[config.mk]
export PLATFORM = sky130hd
export DESIGN_NAME = cordic_avalon_buffered
export DESIGN_NICKNAME = d
export VERILOG_FILES = /design/src/rtl/cordic_avalon_buffered.sv
export SDC_FILE = /design/constraint.sdc
export NUM_CORES = 1
export LEC_CHECK = 0
export ABC_AREA = 1
export CAP_MARGIN = 20
export CORE_MARGIN = 2
export CORE_UTILIZATION = 68
export CTS_BUF_LIST = sky130_fd_sc_hd__clkbuf_16
export CTS_CLUSTER_SIZE = 20
export DETAILED_ROUTE_END_ITERATION = 10
export GPL_TIMING_DRIVEN = 0
export HOLD_SLACK_MARGIN = 0.12
export PLACE_DENSITY = 0.92
export SKIP_CTS_REPAIR_TIMING = 1
export SLEW_MARGIN = 0
export SYNTH_ARGS = -nofsm -noshare
export SYNTH_HDL_FRONTEND = slang
export SYNTH_SLANG_ARGS = --single-unit
[constraint.sdc]
create_clock -name clock -period 5.4 [get_ports clock]
set_clock_uncertainty 0.05 [all_clocks]
set_input_delay 1.08 -clock clock [delete_from_list [all_inputs] [get_ports clock]]
set_output_delay 1.08 -clock clock [all_outputs]
set_load 0.02 [all_outputs]
[src/rtl/cordic_avalon_buffered.sv]
// rtl/cordic_avalon_buffered.sv - Avalon-MM CORDIC sine/cosine with result FIFO and credit backpressure
// Optional registered interrupt is built when CORDIC_IRQ_EN is defined.
module cordic_avalon_buffered #(
  parameter int W      = 12,
  parameter int STAGES = 12,
  parameter int DEPTH  = 8
) (
  input  logic        clock,
  input  logic        resetn,
  input  logic        chipselect,
  input  logic [1:0]  address,
  input  logic        write,
  input  logic        read,
  input  logic [31:0] writedata,
  output logic [31:0] readdata,
  output logic        waitrequest,
  output logic [31:0] sincos_export,
  output logic        valid_export,
  output logic        irq
);
  localparam int DW = W + 2;
  localparam int AW = $clog2(DEPTH);
  localparam int CW = 7;

  typedef logic signed [DW-1:0] dp_t;

  // The two extra datapath bits sit below the Q(W-2) point as guard bits, so
  // per-stage shift truncation stays well below one output LSB.
  localparam longint X0_Q = ((longint'(607253) << (W - 2)) + 64'sd500000) / 64'sd1000000;
  localparam dp_t    X0   = dp_t'(X0_Q << 2);

  localparam logic signed [DW:0] SMAX = (DW+1)'((1 << (W - 1)) - 1);
  localparam logic signed [DW:0] SMIN = (DW+1)'(-(1 << (W - 1)));

  // atan(2^-i) in units of 2^-16 rad, rounded to Q2.(W-2) then placed on the guard-bit grid.
  function automatic dp_t atan_q(input int i);
    int q16;
    int sh;
    case (i)
      0:       q16 = 51472;
      1:       q16 = 30386;
      2:       q16 = 16055;
      3:       q16 = 8150;
      4:       q16 = 4091;
      5:       q16 = 2047;
      6:       q16 = 1024;
      7:       q16 = 512;
      8:       q16 = 256;
      9:       q16 = 128;
      10:      q16 = 64;
      11:      q16 = 32;
      12:      q16 = 16;
      13:      q16 = 8;
      14:      q16 = 4;
      15:      q16 = 2;
      default: q16 = 0;
    endcase
    sh = 18 - W;
    return dp_t'(((q16 + (1 << (sh - 1))) >> sh) << 2);
  endfunction

  function automatic logic [W-1:0] sat_out(input dp_t v);
    logic signed [DW:0] r;
    r = {v[DW-1], v};
    r = (r + (DW+1)'(2)) >>> 2;
    if (r > SMAX)      return SMAX[W-1:0];
    else if (r < SMIN) return SMIN[W-1:0];
    else               return r[W-1:0];
  endfunction

  logic          angle_wr, ctrl_wr, clr, rd_result;
  logic          no_credit, accept, push, pop;
  logic          fifo_empty, fifo_full;
  logic [CW-1:0] fifo_count, inflight;
  logic [CW:0]   used;
  logic [AW-1:0] wr_ptr, rd_ptr;
  logic [6:0]    irq_thr;
  logic          underflow;
  logic [W-1:0]  last_angle;

  assign angle_wr  = chipselect && write && (address == 2'd0);
  assign ctrl_wr   = chipselect && write && (address == 2'd3);
  assign rd_result = chipselect && read && (address == 2'd1);
  assign clr       = ctrl_wr && writedata[0];

  assign used        = {1'b0, fifo_count} + {1'b0, inflight};
  assign no_credit   = (used >= (CW+1)'(DEPTH));
  assign waitrequest = angle_wr && no_credit;
  assign accept      = angle_wr && !no_credit;

  assign fifo_empty = (fifo_count == '0);
  assign fifo_full  = (fifo_count == CW'(DEPTH));

  dp_t             xs [STAGES+1];
  dp_t             ys [STAGES+1];
  dp_t             zs [STAGES+1];
  logic [STAGES:0] vld;

  // Index 0 is the input register; index i+1 holds the output of rotation stage i.
  always_ff @(posedge clock or negedge resetn) begin
    if (!resetn) begin
      vld <= '0;
      for (int i = 0; i <= STAGES; i++) begin
        xs[i] <= '0;
        ys[i] <= '0;
        zs[i] <= '0;
      end
    end else begin
      vld[0] <= accept;
      if (accept) begin
        xs[0] <= X0;
        ys[0] <= '0;
        zs[0] <= dp_t'($signed(writedata[W-1:0])) <<< 2;
      end
      for (int i = 0; i < STAGES; i++) begin
        vld[i+1] <= vld[i];
        if (zs[i][DW-1]) begin
          xs[i+1] <= xs[i] + (ys[i] >>> i);
          ys[i+1] <= ys[i] - (xs[i] >>> i);
          zs[i+1] <= zs[i] + atan_q(i);
        end else begin
          xs[i+1] <= xs[i] - (ys[i] >>> i);
          ys[i+1] <= ys[i] + (xs[i] >>> i);
          zs[i+1] <= zs[i] - atan_q(i);
        end
      end
      if (clr) vld <= '0;
    end
  end

  logic signed [W-1:0] cos_w, sin_w;
  logic [31:0]         result_word;
  logic [31:0]         status_word;

  assign cos_w       = sat_out(xs[STAGES]);
  assign sin_w       = sat_out(ys[STAGES]);
  assign result_word = {16'(cos_w), 16'(sin_w)};
  assign status_word = {9'd0, inflight, 1'b0, fifo_count, 4'd0,
                        (inflight != '0), underflow, fifo_full, fifo_empty};

  assign push = vld[STAGES] && !clr;
  assign pop  = rd_result && !fifo_empty && !clr;

  logic [31:0] mem [DEPTH];

  always_ff @(posedge clock) begin
    if (push) mem[wr_ptr] <= result_word;
  end

  always_ff @(posedge clock or negedge resetn) begin
    if (!resetn) begin
      wr_ptr        <= '0;
      rd_ptr        <= '0;
      fifo_count    <= '0;
      inflight      <= '0;
      underflow     <= 1'b0;
      irq_thr       <= 7'd1;
      last_angle    <= '0;
      readdata      <= '0;
      sincos_export <= '0;
      valid_export  <= 1'b0;
    end else begin
      valid_export <= push;
      if (push) sincos_export <= result_word;

      if (clr) begin
        wr_ptr     <= '0;
        rd_ptr     <= '0;
        fifo_count <= '0;
        inflight   <= '0;
        underflow  <= 1'b0;
      end else begin
        if (push) wr_ptr <= wr_ptr + AW'(1);
        if (pop)  rd_ptr <= rd_ptr + AW'(1);
        fifo_count <= fifo_count + CW'(push) - CW'(pop);
        inflight   <= inflight + CW'(accept) - CW'(vld[STAGES]);
        if (rd_result && fifo_empty) underflow <= 1'b1;
      end

      if (ctrl_wr) irq_thr <= writedata[14:8];
      if (accept)  last_angle <= writedata[W-1:0];

      if (chipselect && read) begin
        case (address)
          2'd0:    readdata <= 32'($signed(last_angle));
          2'd1:    readdata <= fifo_empty ? 32'd0 : mem[rd_ptr];
          2'd2:    readdata <= status_word;
          default: readdata <= {17'd0, irq_thr, 8'd0};
        endcase
      end
    end
  end

`ifdef CORDIC_IRQ_EN
  always_ff @(posedge clock or negedge resetn) begin
    if (!resetn) irq <= 1'b0;
    else         irq <= (fifo_count >= irq_thr) || underflow;
  end
`else
  assign irq = 1'b0;
`endif

  logic unused_sink;
  assign unused_sink = ^{writedata, zs[STAGES]};

endmodule
==> results.md, run 1 <==
* Outcome: finished, final reports clean
* Slew Viols, Final at 0
* Clock Latency Late Sink at 0.64 ns
* Seq cells post-synth at 723
* Mapped Cells at 5488
* Ys Warns at 0
* Sink Count at 723
* Pre-CTS setup slack at 1.45 ns
* Most common cell after layout, fill and taps aside: nand2_1
* WS Path Type: register to output pin
* GR Overflow Total at 0
* Boundary pin count at 106
* Grt met2 use at 0.581
* # port buffers at 86
* Post-synth net total at 5984
* Worst-margin pin slew at 1.06 ns
* Crit start category: register
* CP max FO at 5
* Clk slew on worst S/H paths at 0.06 ns
* Core ar. at 66000 um^2
* Met3 Track Usage GR at 0.0640
* Vias at 39200
* Layout cells sized above 1 at 0.0456
* DIE AREA at 69100 um^2
* DP Wirelength at 84400 um
* Initial DRT Pass Iterations at 9
* Layout area overhead at 10.5%
* WP data arrival at 2.86 ns
* Tmin final at 3.99 ns
* Type of the tightest min-delay check: register to register
* Ant. Diodes at 0
* Final nets at 6160
* F_max at 0.251 GHz
* DR WL/cell at 17.8 um
* GPL Wtd Cong at 0.931
* CTS HTree Levels at 3
* DR iter-0 viols at 4285
* Gr usage total at 0.337
* Synth cell types at 56
* Commonest cells after routing, fill and taps aside: nand2_1 (1354), inv_1 (679), dfrtp_1 (530), nor2_1 (453), ha_1 (423)
* Rows at 94
* DIE WIDTH at 263 um
* Number of global-route vias before repair at 38600
* CTS root buf: clkbuf_16
* Total Wirelength at 118000 um
* Vias/cell at 5.95
* Final setup fails at 0
* Initial antenna violation count at 2
* TNS Setup at 0 ns
* Sequential-to-total area share from yosys stat at 0.418
* CP required at 4.27 ns
* First-pass GRT wire length at 189000 um
* Syn Area/Cell at 8.30 um^2
* Gr busiest metal: met2
* Global-route met1 utilization at 0.412
* Final-report hold violation count at 0
* Fin area at 50300 um^2
* Dpl cell area at 47800 um^2
* Crit end category: output pin
* Final Cycle Share at 0.739
* RSZ-0062 raised after global routing: no
* CTS Buf Count at 78
* Initial cell density of the core at 0.690
* CTS tree: built
* Rel. slew slack at 0.283
* Largest net degree at the start of global routing at 128
* Drt drc at 0
* Mapped Area at 45500 um^2
* Max-capacitance violation count at 0
* Die Height at 263 um
* Worst setup slack after layout at 1.41 ns
* Antenna Nets Post-Route at 0
* Final Util at 0.763
* Clock buffer depth at 3
synth_stat cells, drive strengths merged:
| cell | number | area share |
|---|---|---|
| or2 | 4 | 0.00055 |
| buf | 64 | 0.0091 |
| nor2 | 471 | 0.039 |
| a31o | 3 | 0.00058 |
| nand3 | 408 | 0.045 |
| and2 | 2 | 0.00027 |
| ha | 423 | 0.12 |
| a221oi | 1 | 0.00019 |
| a211oi | 2 | 0.00033 |
| a22o | 1 | 0.00019 |
| a21boi | 12 | 0.0020 |
| xor2 | 291 | 0.056 |
| nor4 | 4 | 0.00055 |
| o21a | 18 | 0.0030 |
| nor3b | 1 | 0.00016 |
| nand2 | 1384 | 0.12 |
| o21bai | 37 | 0.0062 |
| o221ai | 3 | 0.00058 |
| o211ai | 41 | 0.0068 |
| conb | 1 | 0.000082 |
| inv | 681 | 0.056 |
| o31ai | 5 | 0.00082 |
| a22oi | 4 | 0.00066 |
| fa | 34 | 0.015 |
| o2111a | 1 | 0.00025 |
| dfrtp | 530 | 0.29 |
| dfstp | 1 | 0.00058 |
| nand3b | 13 | 0.0021 |
| o21ai | 240 | 0.026 |
| edfxtp | 192 | 0.13 |
| nand4 | 61 | 0.0084 |
| a31oi | 23 | 0.0032 |
| o2bb2ai | 1 | 0.00019 |
| clkbuf | 35 | 0.0029 |
| nor3 | 32 | 0.0036 |
| a21oi | 360 | 0.040 |
| a21o | 18 | 0.0030 |
| o22ai | 2 | 0.00027 |
| xnor2 | 84 | 0.016 |
state kept, by name (all words and copies together) (netlist names):
signal,cells
rd_ptr,3
zs,133
vld,13
mem,192
underflow,1
xs,151
readdata,28
sincos_export,24
inflight,7
ys,153
valid_export,1
fifo_count,7
irq_thr,7
wr_ptr,3
cells by family (layout without fill, tap and decap cells):
group                    after synthesis  after routing  synth area share
AND/OR/NAND/NOR                     2380           2380             0.216
buffers and inverters                780           1018            0.0682
AO/OA/AOI/OAI                        772            772            0.0941
flip-flops                           723            723             0.418
adder cells (fa/ha/maj)              457            457             0.131
XOR/XNOR                             375            375            0.0721
other                                  1              1         0.0000823
worst max-delay path, cell delays in order, from the launching register on:
cell and delay, ns:
dfrtp_1 0.46, inv_1 0.16, fa_1 0.43, nand3_1 0.09, o21ai_0 0.18, nand2_1 0.12, nand2_1 0.06, inv_1 0.11
clkdlybuf4s50_1 0.62
per-stage QoR:
stage	cells	hold WS, ns
finish	6590	0.295
global route	6590	0.310
CTS	6590	0.299
detailed placement	6448	0.285
global placement	6438	0.282
floorplan	5488	0.281
final timing paths:
| kind | from | to | slack, ns | depth (start not counted) |
|---|---|---|---|---|
| hold reg to reg | zs[117] | zs[103] | 0.29 | 0 |
| setup / recovery | fifo_count[1] | waitrequest | 1.41 | 8 |
| max in group asynchronous | resetn | ys[63] | 3.42 | 3 |
| hold / removal | zs[117] | zs[103] | 0.29 | 0 |
| setup reg to reg | xs[26] | ys[13] | 2.05 | 12 |
| min in group asynchronous | resetn | ys[89] | 0.38 | 1 |
layout make-up:
type	count	area (um^2)
Buffer	99	548
Multi-Input combinational cell	3985	23400
Sequential cell	723	19100
Timing Repair Buffer	96	1120
Tap cell	864	1080
Clock inverter	63	584
Inverter	681	2560
Fill cell	4199	15600
Clock buffer	79	1980
routing by layer:
layer	routed length [um]	up-vias
li1	-	18300
met1	44400	18300
met2	57100	2067
met3	10600	503
met4	5400	2
met5	13	-
Power of run 1 is not shown: default switching activity piles up to over one toggle a cycle in this logic, so the estimate is an artifact.
==> inputs of run 2 (changes only) <==
- CORE_UTILIZATION: 68 -> 64
- PLACE_DENSITY: 0.92 -> 0.88
- clock period: 5.4 -> 3.9 ns (I/O delays scaled with it)
==> run 2 against run 1 <==
  * Via count decreased by 1.8%
  * Critical endpoint unchanged
  * Final cell count increased by 1.1%
  * Count of clock-buffer cells in the layout unchanged
  * Hold slack got worse by 0.20 ns
  * First-iteration DRC count decreased by 6.3%
  * Register-to-register slack got worse by 1.7 ns
==> results.md, run 2 (synthesis results as in run 1) <==
* Global-route met1 utilization at 0.385
* Layout cells sized above 1 at 0.0465
* Largest net degree at the start of global routing at 130
* CP max stage cell: clkdlybuf4s50_1
* Worst-margin pin slew at 0.944 ns
* First-pass GRT wire length at 186000 um
* Initial cell density of the core at 0.648
* Worst r2r path cells at 15
* Crit start category: register
* CTS root buf: clkbuf_16
* Rel. slew slack at 0.369
* Gr busiest metal: met2
* Worst setup slack after layout at 0.145 ns
* Levels on crit path at 9
* Boundary pin count at 106
* DR iter-0 viols at 4016
* RSZ-0062 raised after global routing: no
* DR WL/cell at 17.2 um
* Biggest regs: mem (192), ys (153), xs (151)
* CP Buf/Inv Count at 3
* Clock Latency Late Sink at 0.65 ns
* Drt drc at 0
* Pre-CTS setup slack at 0.298 ns
* Clock buffer depth at 3
* # port buffers at 86
* Slew Viols, Final at 0
* Core ar. at 70300 um^2
* Commonest cells after routing, fill and taps aside: nand2_1 (1354), inv_1 (684), dfrtp_1 (530), nor2_1 (453), ha_1 (423)
* Rows at 97
* GPL Wtd Cong at 0.932
* Grt met2 use at 0.536
* CP max FO at 3
* CP required at 3.07 ns
* Clk slew on worst S/H paths at 0.06 ns
* Vias at 38500
* Largest register by flop count: mem
* Initial DRT Pass Iterations at 7
* Crit end category: output pin
* Top delay family on crit path: buffers and inverters
* Final Util at 0.719
* Antenna Nets Post-Route at 0
* Crit-path cells: ha_1 -> inv_1 -> fa_1 -> nand3_1 -> o21ai_0 -> nand2_1 -> nand2_1 -> inv_1 -> clkdlybuf4s50_1
* GR Overflow Total at 0
* Vias/cell at 5.78
* Fillers at 4839
* Outcome: finished, final reports clean
* Internal reg-to-reg setup slack at 0.40 ns
* TNS Setup at 0 ns
* Final-report hold violation count at 0
* Max FFs per register at 192
* Critical path's largest stage delay at 0.62 ns
* Final nets at 6158
* Die Height at 271 um
* Sink Count at 723
* DIE WIDTH at 271 um
* F_max at 0.266 GHz
* Layout area overhead at 10.9%
* Gr usage total at 0.311
* Tmin final at 3.75 ns
* WP data arrival at 2.92 ns
* DIE AREA at 73300 um^2
* Initial antenna violation count at 3
* Type of the tightest min-delay check: input pin to async pin
* Met3 Track Usage GR at 0.0519
* Most common cell after layout, fill and taps aside: nand2_1
* Total Wirelength at 115000 um
* CTS tree: built
* WS Path Type: register to output pin
* CTS Buf Count at 77
* Max-capacitance violation count at 0
* Final Cycle Share at 0.963
* Number of global-route vias before repair at 37900
* Final setup fails at 0
* CTS HTree Levels at 3
* DP Wirelength at 83100 um
[run 2: cell count changes in the layout (fill, tap and decap cells not counted), sizes merged]
| cell | before | now |
|---|---|---|
| clkinv | 38 | 23 |
| inv | 694 | 701 |
| clkinvlp | 5 | 8 |
| bufinv | 7 | 11 |
| diode | 0 | 1 |
| buf | 75 | 74 |
[run 2: worst reg2reg max path: cells and delay by family (launching register included)]
family          cells  cell delay [ns]
compound gates      4             0.81
fa+ha+maj           3             0.93
buf+inv             4             0.58
flops               1             0.45
simple gates        4             0.61
[run 2: metrics by stage]
step,hold slack [ns],instance area (um^2),instances
after floorplan,0.281,45500,5488
after global placement,0.282,47600,6514
after detailed placement,0.286,47800,6523
after CTS,0.116,50500,6664
after global routing,0.154,50500,6664
final,0.0971,50500,6665
[run 2: area by class of cell]
| class | instances | area [um^2] | area share |
|---|---|---|---|
| Timing Repair Buffer | 95 | 1090 | 0.0216 |
| Buffer | 99 | 548 | 0.0109 |
| Inverter | 681 | 2560 | 0.0507 |
| Clock buffer | 79 | 1980 | 0.0391 |
| Tap cell | 940 | 1180 | 0.0233 |
| Sequential cell | 723 | 19100 | 0.377 |
| Antenna cell | 1 | 2.50 | 0.0000496 |
| Multi-Input combinational cell | 3985 | 23400 | 0.464 |
| Clock inverter | 62 | 671 | 0.0133 |
[run 2: final timing paths]
check | from | end
worst max-delay path | inflight[0] | waitrequest
worst min register to register | zs[114] | zs[100]
min in group clock | zs[114] | zs[100]
max in group asynchronous | resetn | xs[12]
worst max register to register | fifo_count[1] | inflight[6]
worst min-delay path | resetn | ys[108]
[run 2: per-layer routing]
| metal | wire length, um | part of all wire | vias to the layer above |
|---|---|---|---|
| li1 | - | - | 18300 |
| met1 | 44900 | 0.39 | 18000 |
| met2 | 55500 | 0.48 | 1743 |
| met3 | 9170 | 0.080 | 433 |
| met4 | 5020 | 0.044 | 4 |
| met5 | 32 | 0.00028 | - |
Power of run 2 is left out for the same reason.
